`config.mk`:
```
export PLATFORM = sky130hd
export DESIGN_NAME = addsub_check_harness
export DESIGN_NICKNAME = d
export VERILOG_FILES = /design/src/rtl/addsub_check_pkg.sv /design/src/rtl/exp_delay_line.sv /design/src/rtl/addsub_check_harness.sv
export SDC_FILE = /design/constraint.sdc
export NUM_CORES = 1
export LEC_CHECK = 0
export CAP_MARGIN = 20
export CORE_ASPECT_RATIO = 1.2
export CORE_MARGIN = 2
export CORE_UTILIZATION = 50
export CTS_BUF_LIST = sky130_fd_sc_hd__clkbuf_4 sky130_fd_sc_hd__clkbuf_8
export DETAILED_ROUTE_END_ITERATION = 6
export GPL_ROUTABILITY_DRIVEN = 0
export PLACE_DENSITY = 0.78
export SETUP_SLACK_MARGIN = 0.3
export SLEW_MARGIN = 20
export SYNTH_ARGS = -nofsm -noshare
export SYNTH_HDL_FRONTEND = slang
export SYNTH_SLANG_ARGS = --single-unit
```
`constraint.sdc`:
```
create_clock -name clock -period 6.1 [get_ports clock]
set_input_delay 1.22 -clock clock [delete_from_list [all_inputs] [get_ports clock]]
set_output_delay 1.22 -clock clock [all_outputs]
set_load 0.02 [all_outputs]
```
`src/rtl/addsub_check_pkg.sv`:
```
// Shared types and constants for the add/sub checking harness: FSM states,
// operating modes, LFSR taps and the wrap-around golden model.
package addsub_check_pkg;

  typedef enum logic [2:0] {
    S_IDLE     = 3'd0,
    S_GSR_WAIT = 3'd1,
    S_DRIVE    = 3'd2,
    S_DRAIN    = 3'd3,
    S_DONE     = 3'd4
  } state_t;

  localparam int MODE_ADD   = 0;
  localparam int MODE_SUB   = 1;
  localparam int MODE_MIXED = 2;

  localparam logic [31:0] LFSR_TAPS = 32'h8020_0003;
  localparam int NUM_DIRECTED = 4;

  // Result of a +/- b truncated to width bits (no saturation).
  function automatic logic [31:0] golden(input logic [31:0] a, input logic [31:0] b,
                                         input logic sub, input int width);
    logic [31:0] sum;
    logic [31:0] mask;
    sum  = sub ? (a - b) : (a + b);
    mask = (width >= 32) ? 32'hFFFF_FFFF : ((32'd1 << width) - 32'd1);
    return sum & mask;
  endfunction

endpackage

```
`src/rtl/exp_delay_line.sv`:
```
// Delays {valid, expected, a, b} by LATENCY cycles so each expected value
// lines up with the DUT result it belongs to; LATENCY = 0 is a wire.
module exp_delay_line #(
  parameter int WIDTH   = 8,
  parameter int LATENCY = 0
) (
  input  logic             clock,
  input  logic             reset,
  input  logic             in_valid,
  input  logic [WIDTH-1:0] in_exp,
  input  logic [WIDTH-1:0] in_a,
  input  logic [WIDTH-1:0] in_b,
  output logic             out_valid,
  output logic [WIDTH-1:0] out_exp,
  output logic [WIDTH-1:0] out_a,
  output logic [WIDTH-1:0] out_b
);

  localparam int ENTRY_W = 1 + 3 * WIDTH;

  logic [ENTRY_W-1:0] in_entry;
  logic [ENTRY_W-1:0] out_entry;

  assign in_entry = {in_valid, in_exp, in_a, in_b};
  assign {out_valid, out_exp, out_a, out_b} = out_entry;

  generate
    if (LATENCY == 0) begin : g_pass
      logic unused_clk_rst;
      assign unused_clk_rst = clock ^ reset;
      assign out_entry = in_entry;
    end else begin : g_pipe
      logic [ENTRY_W-1:0] stage [LATENCY];
      always_ff @(posedge clock or negedge reset) begin
        if (!reset) begin
          for (int i = 0; i < LATENCY; i++) stage[i] <= '0;
        end else begin
          stage[0] <= in_entry;
          for (int i = 1; i < LATENCY; i++) stage[i] <= stage[i-1];
        end
      end
      assign out_entry = stage[LATENCY-1];
    end
  endgenerate

endmodule

```
`src/rtl/addsub_check_harness.sv`:
```
// Stimulus generator and checker for add/sub DUTs: waits out GSR, drives four
// corner vectors then LFSR vectors, and scores DUT results against a delayed golden value.
module addsub_check_harness
  import addsub_check_pkg::*;
#(
  parameter int          WIDTH       = 8,
  parameter int          LATENCY     = 0,
  parameter int          MODE        = 0,
  parameter int          GSR_CYCLES  = 5000,
  parameter int          NUM_VECTORS = 256,
  parameter logic [31:0] SEED        = 32'hACE1_0001
) (
  input  logic             clock,
  input  logic             reset,
  input  logic             start,
  output logic [WIDTH-1:0] dut_a,
  output logic [WIDTH-1:0] dut_b,
  output logic             dut_sub,
  input  logic [WIDTH-1:0] dut_y,
  output logic             busy,
  output logic             done,
  output logic             pass,
  output logic [31:0]      err_count,
  output logic [31:0]      chk_count,
  output logic [WIDTH-1:0] fail_a,
  output logic [WIDTH-1:0] fail_b,
  output logic [WIDTH-1:0] fail_y,
  output logic [WIDTH-1:0] fail_exp,
  output state_t           fsm_state
);

  state_t           state;
  logic [31:0]      cnt;
  logic [31:0]      lfsr;
  logic [31:0]      lfsr_next;
  logic             directed;
  logic [WIDTH-1:0] drive_a;
  logic [WIDTH-1:0] drive_b;
  logic             drive_sub;
  logic             drive_valid;
  logic [WIDTH-1:0] drive_exp;
  logic             pipe_valid;
  logic [WIDTH-1:0] pipe_exp;
  logic [WIDTH-1:0] pipe_a;
  logic [WIDTH-1:0] pipe_b;

  assign lfsr_next = {1'b0, lfsr[31:1]} ^ (lfsr[0] ? LFSR_TAPS : 32'h0);
  assign directed  = cnt < 32'(NUM_DIRECTED);

  // Corner vectors first (mixed mode adds them), then the current LFSR word.
  always_comb begin
    drive_a   = '0;
    drive_b   = '0;
    drive_sub = 1'b0;
    if (state == S_DRIVE) begin
      if (directed) begin
        case (cnt[1:0])
          2'd0: begin drive_a = '0;                          drive_b = {{(WIDTH-1){1'b1}}, 1'b0}; end
          2'd1: begin drive_a = {1'b0, {(WIDTH-1){1'b1}}};   drive_b = WIDTH'(1);                 end
          2'd2: begin drive_a = {1'b1, {(WIDTH-1){1'b0}}};   drive_b = '1;                        end
          default: begin drive_a = '1;                       drive_b = '1;                        end
        endcase
        drive_sub = (MODE == MODE_SUB);
      end else begin
        drive_a   = lfsr[WIDTH-1:0];
        drive_b   = lfsr[31 -: WIDTH];
        drive_sub = (MODE == MODE_SUB) || ((MODE == MODE_MIXED) && lfsr[31]);
      end
    end
  end

  assign drive_valid = (state == S_DRIVE);
  assign drive_exp   = WIDTH'(golden(32'(drive_a), 32'(drive_b), drive_sub, WIDTH));

  assign dut_a     = drive_a;
  assign dut_b     = drive_b;
  assign dut_sub   = drive_sub;
  assign busy      = (state == S_GSR_WAIT) || (state == S_DRIVE) || (state == S_DRAIN);
  assign done      = (state == S_DONE);
  assign pass      = done && (err_count == 32'd0);
  assign fsm_state = state;

  exp_delay_line #(.WIDTH(WIDTH), .LATENCY(LATENCY)) u_delay (
    .clock    (clock),
    .reset    (reset),
    .in_valid (drive_valid),
    .in_exp   (drive_exp),
    .in_a     (drive_a),
    .in_b     (drive_b),
    .out_valid(pipe_valid),
    .out_exp  (pipe_exp),
    .out_a    (pipe_a),
    .out_b    (pipe_b)
  );

  always_ff @(posedge clock or negedge reset) begin
    if (!reset) begin
      state     <= S_IDLE;
      cnt       <= '0;
      lfsr      <= SEED;
      err_count <= '0;
      chk_count <= '0;
      fail_a    <= '0;
      fail_b    <= '0;
      fail_y    <= '0;
      fail_exp  <= '0;
    end else begin
      case (state)
        S_IDLE: begin
          if (start) begin
            state <= S_GSR_WAIT;
            cnt   <= '0;
          end
        end
        S_GSR_WAIT: begin
          if (cnt == 32'(GSR_CYCLES - 1)) begin
            state <= S_DRIVE;
            cnt   <= '0;
          end else begin
            cnt <= cnt + 32'd1;
          end
        end
        S_DRIVE: begin
          // The LFSR word is used first, then advanced for the next vector.
          if (!directed) lfsr <= lfsr_next;
          if (cnt == 32'(NUM_VECTORS - 1)) begin
            state <= (LATENCY == 0) ? S_DONE : S_DRAIN;
            cnt   <= '0;
          end else begin
            cnt <= cnt + 32'd1;
          end
        end
        S_DRAIN: begin
          if (cnt == 32'(LATENCY - 1)) begin
            state <= S_DONE;
            cnt   <= '0;
          end else begin
            cnt <= cnt + 32'd1;
          end
        end
        default: state <= S_DONE;
      endcase

      if (pipe_valid) begin
        chk_count <= chk_count + 32'd1;
        if (dut_y != pipe_exp) begin
          if (err_count != 32'hFFFF_FFFF) err_count <= err_count + 32'd1;
          if (err_count == 32'd0) begin
            fail_a   <= pipe_a;
            fail_b   <= pipe_b;
            fail_y   <= dut_y;
            fail_exp <= pipe_exp;
          end
        end
      end
    end
  end

endmodule

```
-- Yosys cells after proc, flatten, opt, wreduce, memory -nomap -nowiden
Index checks and enable logic that the tools add are counted.
- bits in registers: 163
- input port bits: 11
- word-level logic and storage cells: 60
- add/sub/neg operators: 4
- $lt $le $gt $ge: 1
- eq/ne operators: 15
- muxes and demuxes: 17
- bitwise gates (word level): 2
- reduce and logical (&&, ||, !) cells: 12
- operator list (cell ; count):
    32-bit 2-to-1 mux ; 5
    32-bit one-hot mux with 4 select lines ; 1
    32-bit by 1-bit adder with 32-bit output (second input constant) ; 3
    32-bit by 13-bit equality test with 1-bit output (second input constant) ; 1
    32-bit equality test (second input constant) ; 1
    32-bit by 8-bit equality test with 1-bit output (second input constant) ; 1
    32-bit logical NOT ; 1
    32-bit by 3-bit less-than comparator with 1-bit output (second input constant) ; 1
    8-bit 2-to-1 mux ; 4
    32-bit != test (second input constant) ; 1
    31-bit by 32-bit bitwise XOR with 32-bit output ; 1
    8-bit one-hot mux with 3 select lines ; 1
    8-bit one-hot mux with 2 select lines ; 1
    3-bit 2-to-1 mux ; 4
    3-bit one-hot mux with 4 select lines ; 1
    8-bit adder ; 1
    8-bit != test ; 1
    3-bit by 2-bit equality test with 1-bit output (second input constant) ; 2
    2-bit by 1-bit != test with 1-bit output (second input constant) ; 3
    3-bit AND reduction ; 2
    2-bit AND reduction ; 2
    4-bit AND reduction ; 1
    4-bit nonzero test ; 1
    3-bit by 1-bit equality test with 1-bit output (second input constant) ; 1
    other kinds (9) ; 10

-- Logic depth before layout (Yosys ltp)
- depth after elaboration: 7
- mapped depth: 19
- mapped depth without buffers: 17

-- Modules after synthesis
From an unflattened synthesis, not the netlist that was laid out.
- cells, all modules: 840
- area total of the unflattened synthesis: 8295.5 um^2
- modules (own cells, without submodules) (module ; times used ; cells each ; area each (um^2) ; sequential area each (um^2)):
    addsub_check_harness ; 1 ; 815 ; 8107.8 ; 4090.2
    exp_delay_line ; 1 ; 25 ; 187.7 ; 0.0

-- Worst setup path before layout
No wires, ideal clock.
- kind: reg2reg
- start point: reg cnt[26]
- end point: reg fail_a[0]
- setup time: 128 ps
- arrival time: 4621 ps
- data required time: 5972 ps
- setup slack: 1352 ps
- stages on the path, launching flop included: 18
- cells stage by stage: dfrtp_1 nor4_1 nand4_1 nor2_1 nand3_1 nor2_1 a21oi_1 nor2_1 fa_1 xnor2_1 o211ai_1 a211o_1 a2111oi_1 o21ai_1 nor4b_4 nand3b_4 buf_4 mux2_1
- word-level cells in the longest chain between the ends: 6
- RTL lines (item ; line ; RTL):
    start, declared ; addsub_check_harness.sv:33 ; logic [31:0] cnt;
    start signal, assigned ; addsub_check_harness.sv:120 ; cnt <= cnt + 32'd1;
    start signal, assigned ; addsub_check_harness.sv:130 ; cnt <= cnt + 32'd1;
    start signal, assigned ; addsub_check_harness.sv:138 ; cnt <= cnt + 32'd1;
    32-bit by 3-bit less-than comparator with 1-bit output ; addsub_check_harness.sv:48 ; assign directed = cnt < 32'(NUM_DIRECTED);
    8-bit 2-to-1 mux ; addsub_check_harness.sv:56 ; if (directed) begin
    8-bit 2-to-1 mux ; addsub_check_harness.sv:55 ; if (state == S_DRIVE) begin
    via dut_b[1] ; addsub_check_harness.sv:17 ; output logic [WIDTH-1:0] dut_b,
    8-bit adder ; addsub_check_pkg.sv:25 ; sum = sub ? (a - b) : (a + b);
    via drive_exp[1] ; addsub_check_harness.sv:41 ; logic [WIDTH-1:0] drive_exp;
    8-bit != test ; addsub_check_harness.sv:146 ; if (dut_y != pipe_exp) begin
    3-bit AND reduction (no line) ; -- ;
    end signal, assigned ; addsub_check_harness.sv:149 ; fail_a <= pipe_a;
    end, declared ; addsub_check_harness.sv:25 ; output logic [WIDTH-1:0] fail_a,
The timed path passes the listed nets, and every way through them passes these cells.
A chain may end at the register's enable or synchronous reset.

-- Worst setup path in the final report
- start point: reg cnt[26]
- end point: reg fail_exp[7]
- word-level cells in the longest chain between the ends: 6
- RTL lines (item ; line ; RTL):
    32-bit by 3-bit less-than comparator with 1-bit output * ; addsub_check_harness.sv:48 ;
    8-bit 2-to-1 mux ; addsub_check_harness.sv:56 ;
    8-bit 2-to-1 mux ; addsub_check_harness.sv:55 ;
    8-bit adder * ; addsub_check_pkg.sv:25 ;
    8-bit != test ; addsub_check_harness.sv:146 ;
    3-bit AND reduction (no line) ; -- ;
    end signal, assigned ; addsub_check_harness.sv:152 ; fail_exp <= pipe_exp;
    end, declared ; addsub_check_harness.sv:28 ; output logic [WIDTH-1:0] fail_exp,
Mark *: on every way between the ends. The rest lies on a longest branch, timed or not.

==> impl_metrics.toml <==
[status]
status = "completed"

[final_layout]
multi_input_area_um2 = 4000
n_antenna_cell = 0
fin_area_um2 = 10100
fin_cells = 1126
drive_above_1_share_pct = 10.8
n_fill_cell = 1324
fin_util_pct = 62.4
area_growth_pct = 22.7
nets = 928
register_area_um2 = 4090

[setup_path]
crit_family = "simple AND/OR/NAND/NOR gates"
worstPathCellList = "nor4_1 > nand4_1 > nor2_1 > nand3_1 > nor2_2 > a21oi_1 > nor2_1 > ha_1 > xnor2_2 > o211ai_1 > a211o_1 > a2111oi_1 > o21ai_1 > nor4b_4 > nand3b_4 > mux2_2"
cp-start-kind = "register"
worstPathArrival_ns = 5.60
critPathKind = "register to register"
cp.buffers_inverters = 0
cp-end-kind = "register"
r2r_slack_ns = 0.83
worstPathRequired_ns = 6.43
cpPeakStageDelay_ns = 0.50
cpMostUsedCell = "nor2_1"
cp_slowest_cell = "nor4_1"
crit_fanout = 32

[drt]
viasPerCell = 5.65
drc = 0
drt_first_iter_violations = 400
firstDrtPassIters = 6
drtAntennaViolNets = 0
drt-wirelength-per-cell_um = 16.8
vias = 6367
wl_um = 18900

[run]
drv_cap = 0

[global_route]
grt_max_degree = 111
globalRouteOverflowTotal = 0
grt_use_total_pct = 22.2
antenna_found_initial = 0
first_global_vias = 6192
grt_pass1_wl_um = 30800

[pwr]
power.density_nw_per_um2 = 234
peakVddDrop_mv = 0.151
p_leak_nw = 4.41
total_power_mw = 2.37

[sta]
worst_slack_ns = 0.832
rsz0062_at_grt = "false"
hold_viol = 0
holdWs_ns = 0.483
fmax_mhz = 190
max_slew_margin_pct = 28.7
period_needed_ns = 5.27
skew_ns = 0.0132
period_share_pct = 86.4
fin_setup_tns_ns = 0
max_slew.worst_pin.slew_ns = 1.07
drv_slew = 0
finalSetupViolCount = 0

[synth]
netlist.area_leader.share_pct = 46.7
syn_inst = 776
synth_nets = 803
synth_largest_area_cell = "dfrtp_1"
ys_top_cells_by_count = "154 x dfrtp_1, 63 x nand2_1, 52 x nor2_1"
synth_seq_cells = 163
synth_edf_count = 0
syn_avg_cell_area_um2 = 10.6
synthTopCellsByArea = "dfrtp_1 47%, xor2_1 4.5%, mux2_2 4.4%"
synth_cell_type_count = 61
synth_seq_area_share_pct = 49.6
yosysMostFrequentCell = "dfrtp_1"
async_flop_share_pct = 100
synthesis.area_um2 = 8240
synth_warnings = 0
ys.flop_type = "dfrtp_1"

[floorplanning]
initial_core_util_pct = 50.9
die_x_um = 121
io_pins = 130
rows = 51
dieArea_um2 = 17500
core-area_um2 = 16200
fp.dieH_um = 145

[clocking]
cts_tree = "yes"
postCtsSetupBuffers = 0
cts.clk_slew.worst_paths_ns = 0.09
htreeDepth = 4
cts_inserted_buffers = 17
clock_path_buffers = 2
cts-root-buf = "clkbuf_8"
clock_sinks = 163
clk_latency_ns = 0.45

[placement]
port_buffers = 128
place_hpwl_um = 13100
place_inst = 1094
dp_slack_ns = 0.800
placedInstanceArea_um2 = 9720

[hold_path]
hp-class = "register to register"
[cells in the final DEF (no fill, tap or decap), types with 4 or more instances in the layout]
cell	netlist	final
mux2_1	29	29
nor4b_1	7	7
mux2_2	32	32
inv_6	0	4
ha_1	15	15
nor2_1	52	49
nor3b_1	11	10
nand3b_1	4	4
nand3_1	37	37
inv_1	11	11
clkdlybuf4s50_1	0	127
nand4_1	22	22
a21o_1	6	6
a21oi_1	23	23
o21a_1	8	8
o31ai_1	11	11
nand2_1	63	63
and3_1	13	13
dfrtp_1	154	154
buf_4	4	7
nor2_2	1	4
clkinvlp_4	0	4
nor2b_1	9	9
xor2_1	42	42
dfstp_2	9	9
nor3_1	23	23
clkbuf_8	0	20
nor4_1	20	20
and4_1	10	10
and2_1	7	7
xnor2_1	39	39
o21ai_0	42	42
[metal layers]
metal / wire length (µm) / global-route usage [%] / part of all wire, %
met4: 493 / 8.65 / 2.6
met2: 9220 / 36.6 / 49
met5: 0 / 0 / 0
met1: 8290 / 28.7 / 44
met3: 901 / 4.66 / 4.8
[kinds of logic (layout without fill, tap and decap cells)]
family / count (synthesis) / count (layout) / synth area share [%]
and+or+nand+nor: 294 / 294 / 19.4
DFF: 163 / 163 / 49.6
AOI/OAI and AO/OA: 116 / 116 / 8.70
xor gates and xnor gates: 83 / 83 / 9.08
muxes: 63 / 63 / 8.57
buffers and inverters: 40 / 178 / 2.12
adders and majority gates: 16 / 16 / 2.52
other: 1 / 1 / 0.0455
[final cells by class]
type / count / share of cell area [%]
clock buffers: 20 / 2.66
clock inverters: 12 / 1.20
inverters: 11 / 0.408
multi-input cells: 573 / 39.5
flip-flops and latches: 163 / 40.4
well taps: 212 / 2.62
repair buffers: 135 / 13.2
[final timing paths]
path                                from            end  cells after the start
min                        chk_count[31]  chk_count[31]                      1
min in group asynchronous          reset      fail_a[4]                      1
max reg2reg                      cnt[26]    fail_exp[7]                     16
max                              cnt[26]    fail_exp[7]                     16
max in group asynchronous          reset  err_count[26]                      2
min reg2reg                chk_count[31]  chk_count[31]                      1
[worst register-to-register path: stages, from the launching register on]
cell and delay, ns:
dfrtp_1 0.44, nor4_1 0.50, nand4_1 0.21, nor2_1 0.18, nand3_1 0.35, nor2_2 0.40, a21oi_1 0.11, nor2_1 0.22
ha_1 0.34, xnor2_2 0.29, o211ai_1 0.15, a211o_1 0.28, a2111oi_1 0.31, o21ai_1 0.18, nor4b_4 0.32, nand3b_4 0.49
mux2_2 0.39
[repair_timing]
| action | in CTS | in global routing |
|---|---|---|
| resized for setup | 0 | 1 |
| setup endpoints to repair | 0 | 32 |
| hold buffers | 0 | 0 |
| endpoints found under the hold margin | 0 | 0 |
[state kept, by name, indices dropped and copies added, names as in the netlist]
register	flops
chk_count	32
cnt	32
err_count	32
fail_a	8
fail_b	8
fail_exp	8
fail_y	8
fsm_state	3
lfsr	32
[power by group]
part	internal (mW)	switching, mW	total, mW
sequential	1.13	0.0662	1.20
clock	0.356	0.414	0.770
combinational	0.160	0.239	0.400
No activity file was read; power rests on OpenSTA's default activity.
